===== config.mk =====
export PLATFORM = sky130hd
export DESIGN_NAME = prim_ram_1p_adapter
export DESIGN_NICKNAME = d
export VERILOG_FILES = /design/src/rtl/prim_ram_1p_adapter.sv
export SDC_FILE = /design/constraint.sdc
export NUM_CORES = 1
export LEC_CHECK = 0
export ABC_AREA = 1
export ABC_CLOCK_PERIOD_IN_PS = 9600
export BUFFER_PORTS_ARGS = -buffer_cell sky130_fd_sc_hd__buf_2
export CORE_ASPECT_RATIO = 1.75
export CORE_MARGIN = 2
export CORE_UTILIZATION = 49
export CTS_BUF_LIST = sky130_fd_sc_hd__clkbuf_8
export CTS_CLUSTER_SIZE = 10
export DETAILED_ROUTE_END_ITERATION = 6
export PLACE_DENSITY_LB_ADDON = 0.15
export SKIP_CTS_REPAIR_TIMING = 1
export SYNTH_ARGS = -nofsm -noshare
export SYNTH_HDL_FRONTEND = slang
export SYNTH_SLANG_ARGS = --single-unit

===== constraint.sdc =====
create_clock -name clk_i -period 9.6 [get_ports clk_i]
set_input_delay 1.92 -clock clk_i [delete_from_list [all_inputs] [get_ports clk_i]]
set_output_delay 1.92 -clock clk_i [all_outputs]
set_load 0.01 [all_outputs]

===== src/rtl/prim_ram_1p_adapter.sv =====
// Initiator-side controller for a single-port SRAM with one-cycle read latency.
// Provides a valid/ready request and response channel, response buffering and optional zero-fill after reset.
module prim_ram_1p_adapter #(
  parameter int Width           = 32,
  parameter int Depth           = 128,
  parameter int DataBitsPerMask = 1,
  parameter int RspDepth        = 2,
  parameter bit InitOnReset     = 1'b1,
  localparam int Aw             = $clog2(Depth)
) (
  input  logic             clk_i,
  input  logic             rst_ni,
  input  logic             req_valid_i,
  output logic             req_ready_o,
  input  logic             req_write_i,
  input  logic [Aw-1:0]    req_addr_i,
  input  logic [Width-1:0] req_wdata_i,
  input  logic [Width-1:0] req_wmask_i,
  output logic             rsp_valid_o,
  input  logic             rsp_ready_i,
  output logic [Width-1:0] rsp_rdata_o,
  output logic             init_done_o,
  output logic             ram_req_o,
  output logic             ram_write_o,
  output logic [Aw-1:0]    ram_addr_o,
  output logic [Width-1:0] ram_wdata_o,
  output logic [Width-1:0] ram_wmask_o,
  input  logic [Width-1:0] ram_rdata_i
);

  localparam int Cw         = $clog2(RspDepth + 1);
  localparam int Pw         = (RspDepth > 1) ? $clog2(RspDepth) : 1;
  localparam int MaskGroups = (Width + DataBitsPerMask - 1) / DataBitsPerMask;
  localparam logic [Width-1:0] FullMask = Width'({(MaskGroups * DataBitsPerMask){1'b1}});

  typedef enum logic {INIT, ACTIVE} state_e;

  state_e           state;
  logic [Aw-1:0]    cnt;
  logic             inflight;
  logic [Width-1:0] fifo_mem [RspDepth];
  logic [Pw-1:0]    wptr;
  logic [Pw-1:0]    rptr;
  logic [Cw-1:0]    count;

  logic          active;
  logic          push;
  logic          pop;
  logic          rsp_avail;
  logic [Cw:0]   used;
  logic          rd_credit;
  logic          ready;
  logic          accept;

  function automatic logic [Pw-1:0] ptr_inc(input logic [Pw-1:0] p);
    return (p == Pw'(RspDepth - 1)) ? '0 : p + Pw'(1);
  endfunction

  assign active    = (state == ACTIVE);
  assign push      = inflight;
  assign rsp_avail = active && (count != '0);
  assign pop       = rsp_avail & rsp_ready_i;

  // Credits count buffered entries plus the read still inside the SRAM, so a full FIFO can never be pushed.
  assign used      = {1'b0, count} + (Cw+1)'(inflight) - (Cw+1)'(pop);
  assign rd_credit = used < (Cw+1)'(RspDepth);
  assign ready     = active & (req_write_i | rd_credit);
  assign accept    = req_valid_i & ready;

  always_comb begin
    req_ready_o = 1'b0;
    rsp_valid_o = 1'b0;
    rsp_rdata_o = '0;
    init_done_o = 1'b0;
    ram_req_o   = 1'b0;
    ram_write_o = 1'b0;
    ram_addr_o  = '0;
    ram_wdata_o = '0;
    ram_wmask_o = '0;
    if (rst_ni) begin
      if (state == INIT) begin
        ram_req_o   = 1'b1;
        ram_write_o = 1'b1;
        ram_addr_o  = cnt;
        ram_wmask_o = FullMask;
      end else begin
        req_ready_o = ready;
        rsp_valid_o = rsp_avail;
        rsp_rdata_o = fifo_mem[rptr];
        init_done_o = 1'b1;
        ram_req_o   = accept;
        ram_write_o = accept & req_write_i;
        ram_addr_o  = req_addr_i;
        ram_wdata_o = req_wdata_i;
        ram_wmask_o = req_wmask_i;
      end
    end
  end

  always_ff @(posedge clk_i) begin
    if (!rst_ni) begin
      if (InitOnReset) state <= INIT;
      else             state <= ACTIVE;
      cnt      <= '0;
      inflight <= 1'b0;
      wptr     <= '0;
      rptr     <= '0;
      count    <= '0;
    end else begin
      if (state == INIT) begin
        cnt <= cnt + Aw'(1);
        if (cnt == Aw'(Depth - 1)) state <= ACTIVE;
      end
      // The SRAM holds read data for one cycle only, so it is captured unconditionally.
      inflight <= active & accept & ~req_write_i;
      if (push) wptr <= ptr_inc(wptr);
      if (pop)  rptr <= ptr_inc(rptr);
      count <= count + Cw'(push) - Cw'(pop);
    end
  end

  always_ff @(posedge clk_i) begin
    if (rst_ni && push) fifo_mem[wptr] <= ram_rdata_i;
  end

  always_ff @(posedge clk_i) begin
    if (rst_ni) begin
      assert (!(push && !pop && count == Cw'(RspDepth)));
      assert (!(active && ram_req_o && !accept));
      assert (!(state == INIT && req_ready_o));
    end
  end

endmodule


==> results of run 1 <==
==> metal layers <==
layer / global-route usage (%) / vias to the layer above / part of all wire (%)
li1: - / 1762 / -
met1: 22.6 / 1560 / 35
met2: 42.2 / 151 / 54
met3: 7.50 / 22 / 7.2
met4: 12.1 / 0 / 4.0
met5: 0 / - / 0
==> report_power, final <==
group / internal [W] / switching (W)
Sequential: 0.000366 / 0.000000992
Clock: 0.000144 / 0.000116
Combinational: 0.0000251 / 0.0000240
Total: 0.000535 / 0.000141
==> state kept, by name, indices dropped and copies added, names as in the netlist, named ones only <==
| signal | cells |
|---|---|
| count | 2 |
| rptr | 1 |
| wptr | 1 |
| cnt | 7 |
| fifo_mem | 64 |
| active | 1 |
| inflight | 1 |
==> cells by family after synthesis <==
logic type / synth area share, %
simple gates: 27.6
flops: 59.7
buf+inv: 8.89
compound gates: 1.97
fa+ha+maj: 1.56
xor+xnor: 0.237
==> critical path: cells and delay by family <==
family	cells	cell delay, ps
simple gates	3	680
buf+inv	4	1020
==> cell usage in the layout (no fill, tap or decap), drive strengths merged, types with 2 or more instances in the layout <==
master / instances
a21oi: 7
buf: 219
bufinv: 2
clkbuf: 9
clkinvlp: 3
dfxtp: 14
edfxtp: 64
ha: 3
inv: 54
nand2: 29
nand3: 10
nor2: 181
nor3: 34
o21ai: 6
==> worst max-delay path by stage <==
stage,endpoint,slack [ps],cells after the start
finish,ram_req_o,4040,7
global route,ram_addr_o[2],3870,7
CTS,ram_req_o,4020,7
detailed placement,ram_req_o,4020,7
global placement,ram_req_o,4070,7
floorplan,req_ready_o,4320,9
==> per-stage QoR <==
stage	util, %	cells	hold slack (ps)	area (um2)
2_1_floorplan	-	429	443	3690
3_3_place_gp	66.2	710	449	4790
3_5_place_dp	66.2	710	461	4790
4_1_cts	69.1	726	472	5000
5_1_grt	69.1	726	496	5000
6_report	69.2	727	473	5000
==> layout make-up <==
type                            instances  share of cell area (%)
Multi-Input combinational cell        274                    23.4
Sequential cell                        78                    44.0
Clock buffer                            9                    2.48
Clock inverter                          7                    1.80
Timing Repair Buffer                  219                    22.1
Antenna cell                            1                  0.0500
Inverter                               53                    3.98
Tap cell                               86                    2.15
==> flow_summary.ini, run 1 <==
[setup_path]
critical-path-slowest-cell = nand2_2
cpPeakStageDelay_ps = 490
critPathKind = primary input to output pin
startpoint = rst_ni
r2r-end = inflight
cp-end-kind = output pin
crit_chain = buf_2 > nand2_2 > buf_4 > inv_1 > nand3_1 > nand2_1 > buf_2
reg2reg_depth = 11
reg2reg_from = active
r2r_setup_slack_ps = 7440
path_common_cell = buf_2
arrival_ps = 3640
cp.required_ps = 7680
worstPathMaxFanout = 36
cp-start-kind = primary input

[die]
fp.dieW_um = 69.6
rows = 41
die_h_um = 119
dieArea_um2 = 8260
core_area_um2 = 7230
ios = 216
initial_core_util_pct = 51.0

[global_route]
grt_pass1_wl_um = 15100
grt_max_degree = 44
grt_pass1_vias = 3341
overflow = 0
antenna_found_initial = 0
grt_usage_pct = 23.1

[layout]
finalNetCount = 747
nFillCells = 581
drive_gt1_share_pct = 37.2
multi_input_area_um2 = 1170
area_growth_syn_to_layout_pct = 35.6
regArea_um2 = 2200

[clock_network]
cts_htree_levels = 3
cts_sinks = 78
clk_latency_ps = 350
cts-root-to-sink-buffers = 2
cts_buffers = 9
clkTransAtPathRegs_ps = 80
cts_root_buffer = clkbuf_8
cts_tree = done

[sta]
finalWorstSetupSlack_ps = 4040
setup_viol_count_final = 0
tightestPinTransition_ps = 1040
post-route-period-util_pct = 57.9
clock.fmax_mhz = 180
finClkSkew_ps = 3.45
hold_violations = 0
slew-limit-headroom_pct = 30.5
fin_crit_ps = 5560
rsz0062_at_grt = no
finalSetupTns_ps = 0
slew_violations = 0

[drt]
ant_nets = 0
routed_via_density = 4.81
vias = 3495
firstDrtPassIters = 4
initialDrtViolationCount = 122
wirelength_um = 9480
post_drt_wl_per_cell_um = 13.0
drc = 0

[placement]
port_buffers = 215
globalplace.congestion = 0.874
dp_hpwl_um = 6980
place_ws_ps = 4020

[synthesis]
synth_edf_count = 64
synth_area_um2 = 3690
async_reset_ff_share_pct = 0
ys_seq_elements = 78
synth_top_area_share_pct = 52.1
synth_most_common_cell = nor2_1
synth_top_flop_cell = edfxtp_1
synth_area_leaders = edfxtp_1 52%, nor2_1 18%, dfxtp_1 7.6%
synth_cell_type_count = 22
syn-num-nets = 541
yosysTopAreaCell = edfxtp_1
yosysSeqAreaShare_pct = 59.7
synthCells = 429
ys_top_cells_by_count = 180 x nor2_1, 64 x edfxtp_1, 52 x inv_1
avgSynthCellArea_um2 = 8.60
yosys_warnings = 0

[power_and_ir_drop]
power_density_nw_per_um2 = 135
leakage_nw = 2.60
ir_drop_uv = 169
power_w = 0.000676

[hold_path]
min_from = wptr
min_to = wptr
min_path_cells = 2
hp-class = flip-flop to flip-flop

[job]
cap_viol_max_count = 0

[status]
outcome = completed
No activity file was read; power rests on OpenSTA's default activity.
==> inputs of run 2 (changes only) <==
--- a/config.mk
+++ b/config.mk
@@ -6,11 +6,11 @@
 export NUM_CORES = 1
 export LEC_CHECK = 0
 export ABC_AREA = 1
-export ABC_CLOCK_PERIOD_IN_PS = 9600
+export ABC_CLOCK_PERIOD_IN_PS = 4500
 export BUFFER_PORTS_ARGS = -buffer_cell sky130_fd_sc_hd__buf_2
 export CORE_ASPECT_RATIO = 1.75
 export CORE_MARGIN = 2
-export CORE_UTILIZATION = 49
+export CORE_UTILIZATION = 41
 export CTS_BUF_LIST = sky130_fd_sc_hd__clkbuf_8
 export CTS_CLUSTER_SIZE = 10
 export DETAILED_ROUTE_END_ITERATION = 6
==> constraint.sdc (replaced) <==
create_clock -name clk_i -period 4.5 [get_ports clk_i]
set_input_delay 0.9 -clock clk_i [delete_from_list [all_inputs] [get_ports clk_i]]
set_output_delay 0.9 -clock clk_i [all_outputs]
set_load 0.01 [all_outputs]
==> run 2 against run 1 <==
Final cell count up 4.0%. Register-to-register slack worse by 5100 ps. Die area up 19%. Clock skew up 2.5 ps. Global-route usage down 5.1 points. Routed wire length down 2.5%. Utilization down 12 points. Clock power up 95%. Largest cell class unchanged.
==> flow_summary.ini, run 2 (synthesis gave the netlist of run 1 again) <==
[setup_path]
cp.required_ps = 3600
r2r_setup_slack_ps = 2370
reg2reg_from = active
reg2reg_depth = 11
arrival_ps = 2590
cp-start-kind = primary input
critPathKind = primary input to output pin
worstPathMaxFanout = 3
cpPeakStageDelay_ps = 520
critical-path-slowest-cell = fa_1
r2r-end = inflight
startpoint = rsp_ready_i
path_buf_inv = 4
cp-end-kind = output pin
path_common_cell = nand2_1
crit_family = adder cells
crit_chain = buf_2 > nand2_1 > nor2_2 > ha_1 > inv_1 > ha_1 > inv_1 > fa_1 > nand3_1 > nand2_1 > nand3_1 > nand2_1 > buf_2

[hold_path]
min_from = wptr
hp-class = flip-flop to flip-flop
min_to = wptr
min_path_cells = 2

[die]
dieArea_um2 = 9800
die_h_um = 129
fp.dieW_um = 75.7
core_area_um2 = 8730
initial_core_util_pct = 42.3
ios = 216
rows = 45

[sta]
slew-limit-headroom_pct = 19.1
hold_violations = 0
clock.fmax_mhz = 287
tightestPinTransition_ps = 1210
fin_crit_ps = 3490
setup_viol_count_final = 0
slew_violations = 0
post-route-period-util_pct = 77.5
rsz0062_at_grt = no
finalSetupTns_ps = 0
finClkSkew_ps = 5.91
finalWorstSetupSlack_ps = 1010
timing.hold.ws_ps = 472

[layout]
top_regs = fifo_mem x64, cnt x7, count x2
layout_commonest_cell = buf_2
diodes = 0
drive_gt1_share_pct = 37.4
finalNetCount = 746
area_growth_syn_to_layout_pct = 35.9
regMostFlops = fifo_mem
final_cell_mix = 215 x buf_2, 179 x nor2_1, 64 x edfxtp_1
largest_reg_flops = 64
nFillCells = 812

[placement]
globalplace.congestion = 0.843
dp_hpwl_um = 6710
port_buffers = 215
place_ws_ps = 1010

[clock_network]
cts_root_buffer = clkbuf_8
cts-root-to-sink-buffers = 2
clkTransAtPathRegs_ps = 80
cts_buffers = 9
cts_tree = done
clk_latency_ps = 340
cts_htree_levels = 3
cts_sinks = 78

[drt]
routed_via_density = 4.57
initialDrtViolationCount = 125
drc = 0
ant_nets = 0
wirelength_um = 9250
vias = 3456
post_drt_wl_per_cell_um = 12.2
firstDrtPassIters = 4

[global_route]
antenna_found_initial = 0
grt_pass1_vias = 3066
grt_pass1_wl_um = 13200
grt_usage_pct = 18.0
overflow = 0
grt_max_degree = 44

[job]
cap_viol_max_count = 0

[power_and_ir_drop]
ir_drop_uv = 332
leakage_nw = 2.59
power_w = 0.00139
power_density_nw_per_um2 = 278

[status]
outcome = completed
==> run 2: cell types whose count changed in the layout (fill, tap and decap cells not counted), sizes merged <==
cell,change
buf,-1
clkinvlp,-1
clkinv,+2
diode,-1
bufinv,-1
==> run 2: where the power goes <==
part | switching [W] | leakage [nW] | total [W] | internal, W
registers | 0.00000238 | 0.688 | 0.000783 | 0.000781
logic | 0.0000489 | 1.80 | 0.000102 | 0.0000531
clock network | 0.000250 | 0.0956 | 0.000507 | 0.000257
total | 0.000301 | 2.59 | 0.00139 | 0.00109
==> run 2: how the worst max path moves through the flow <==
| stage | end | slack (ps) | cells past startpoint |
|---|---|---|---|
| 2_1_floorplan | fifo_mem[1][0] | 670 | 3 |
| 3_3_place_gp | ram_req_o | 1030 | 13 |
| 3_5_place_dp | req_ready_o | 1010 | 11 |
| 4_1_cts | req_ready_o | 1000 | 10 |
| 5_1_grt | ram_req_o | 850 | 12 |
| 6_report | ram_req_o | 1010 | 13 |
==> run 2: routing by layer <==
| metal | track usage [%] | share of wire (%) | up-vias |
|---|---|---|---|
| met5 | 0 | 0 | - |
| met4 | 10.1 | 2.4 | 0 |
| met3 | 3.11 | 5.3 | 16 |
| met2 | 33.8 | 56 | 134 |
| met1 | 17.7 | 36 | 1542 |
| li1 | - | - | 1764 |
==> run 2: layout make-up <==
type | count | area, um2 | area share, %
Clock buffer | 9 | 124 | 2.47
Clock inverter | 7 | 72.6 | 1.45
Inverter | 53 | 199 | 3.97
Multi-Input combinational cell | 274 | 1170 | 23.4
Sequential cell | 78 | 2200 | 43.9
Tap cell | 117 | 146 | 2.92
Timing Repair Buffer | 218 | 1100 | 21.9
==> run 2: metrics by stage <==
step	util [%]	cells	area, um2
final	57.4	756	5010
after global routing	57.4	756	5010
after CTS	57.4	756	5010
after detailed placement	55.2	740	4820
after global placement	55.2	740	4820
after floorplan	-	429	3690
==> run 2: worst reg2reg max path: stages, from the launching register on <==
cell,delay [ps]
dfxtp_1,540
nand2_1,110
nor2_2,160
ha_1,240
inv_1,50
ha_1,120
inv_1,40
fa_1,520
nand2_1,60
nor2_1,80
nand4_1,70
inv_1,70
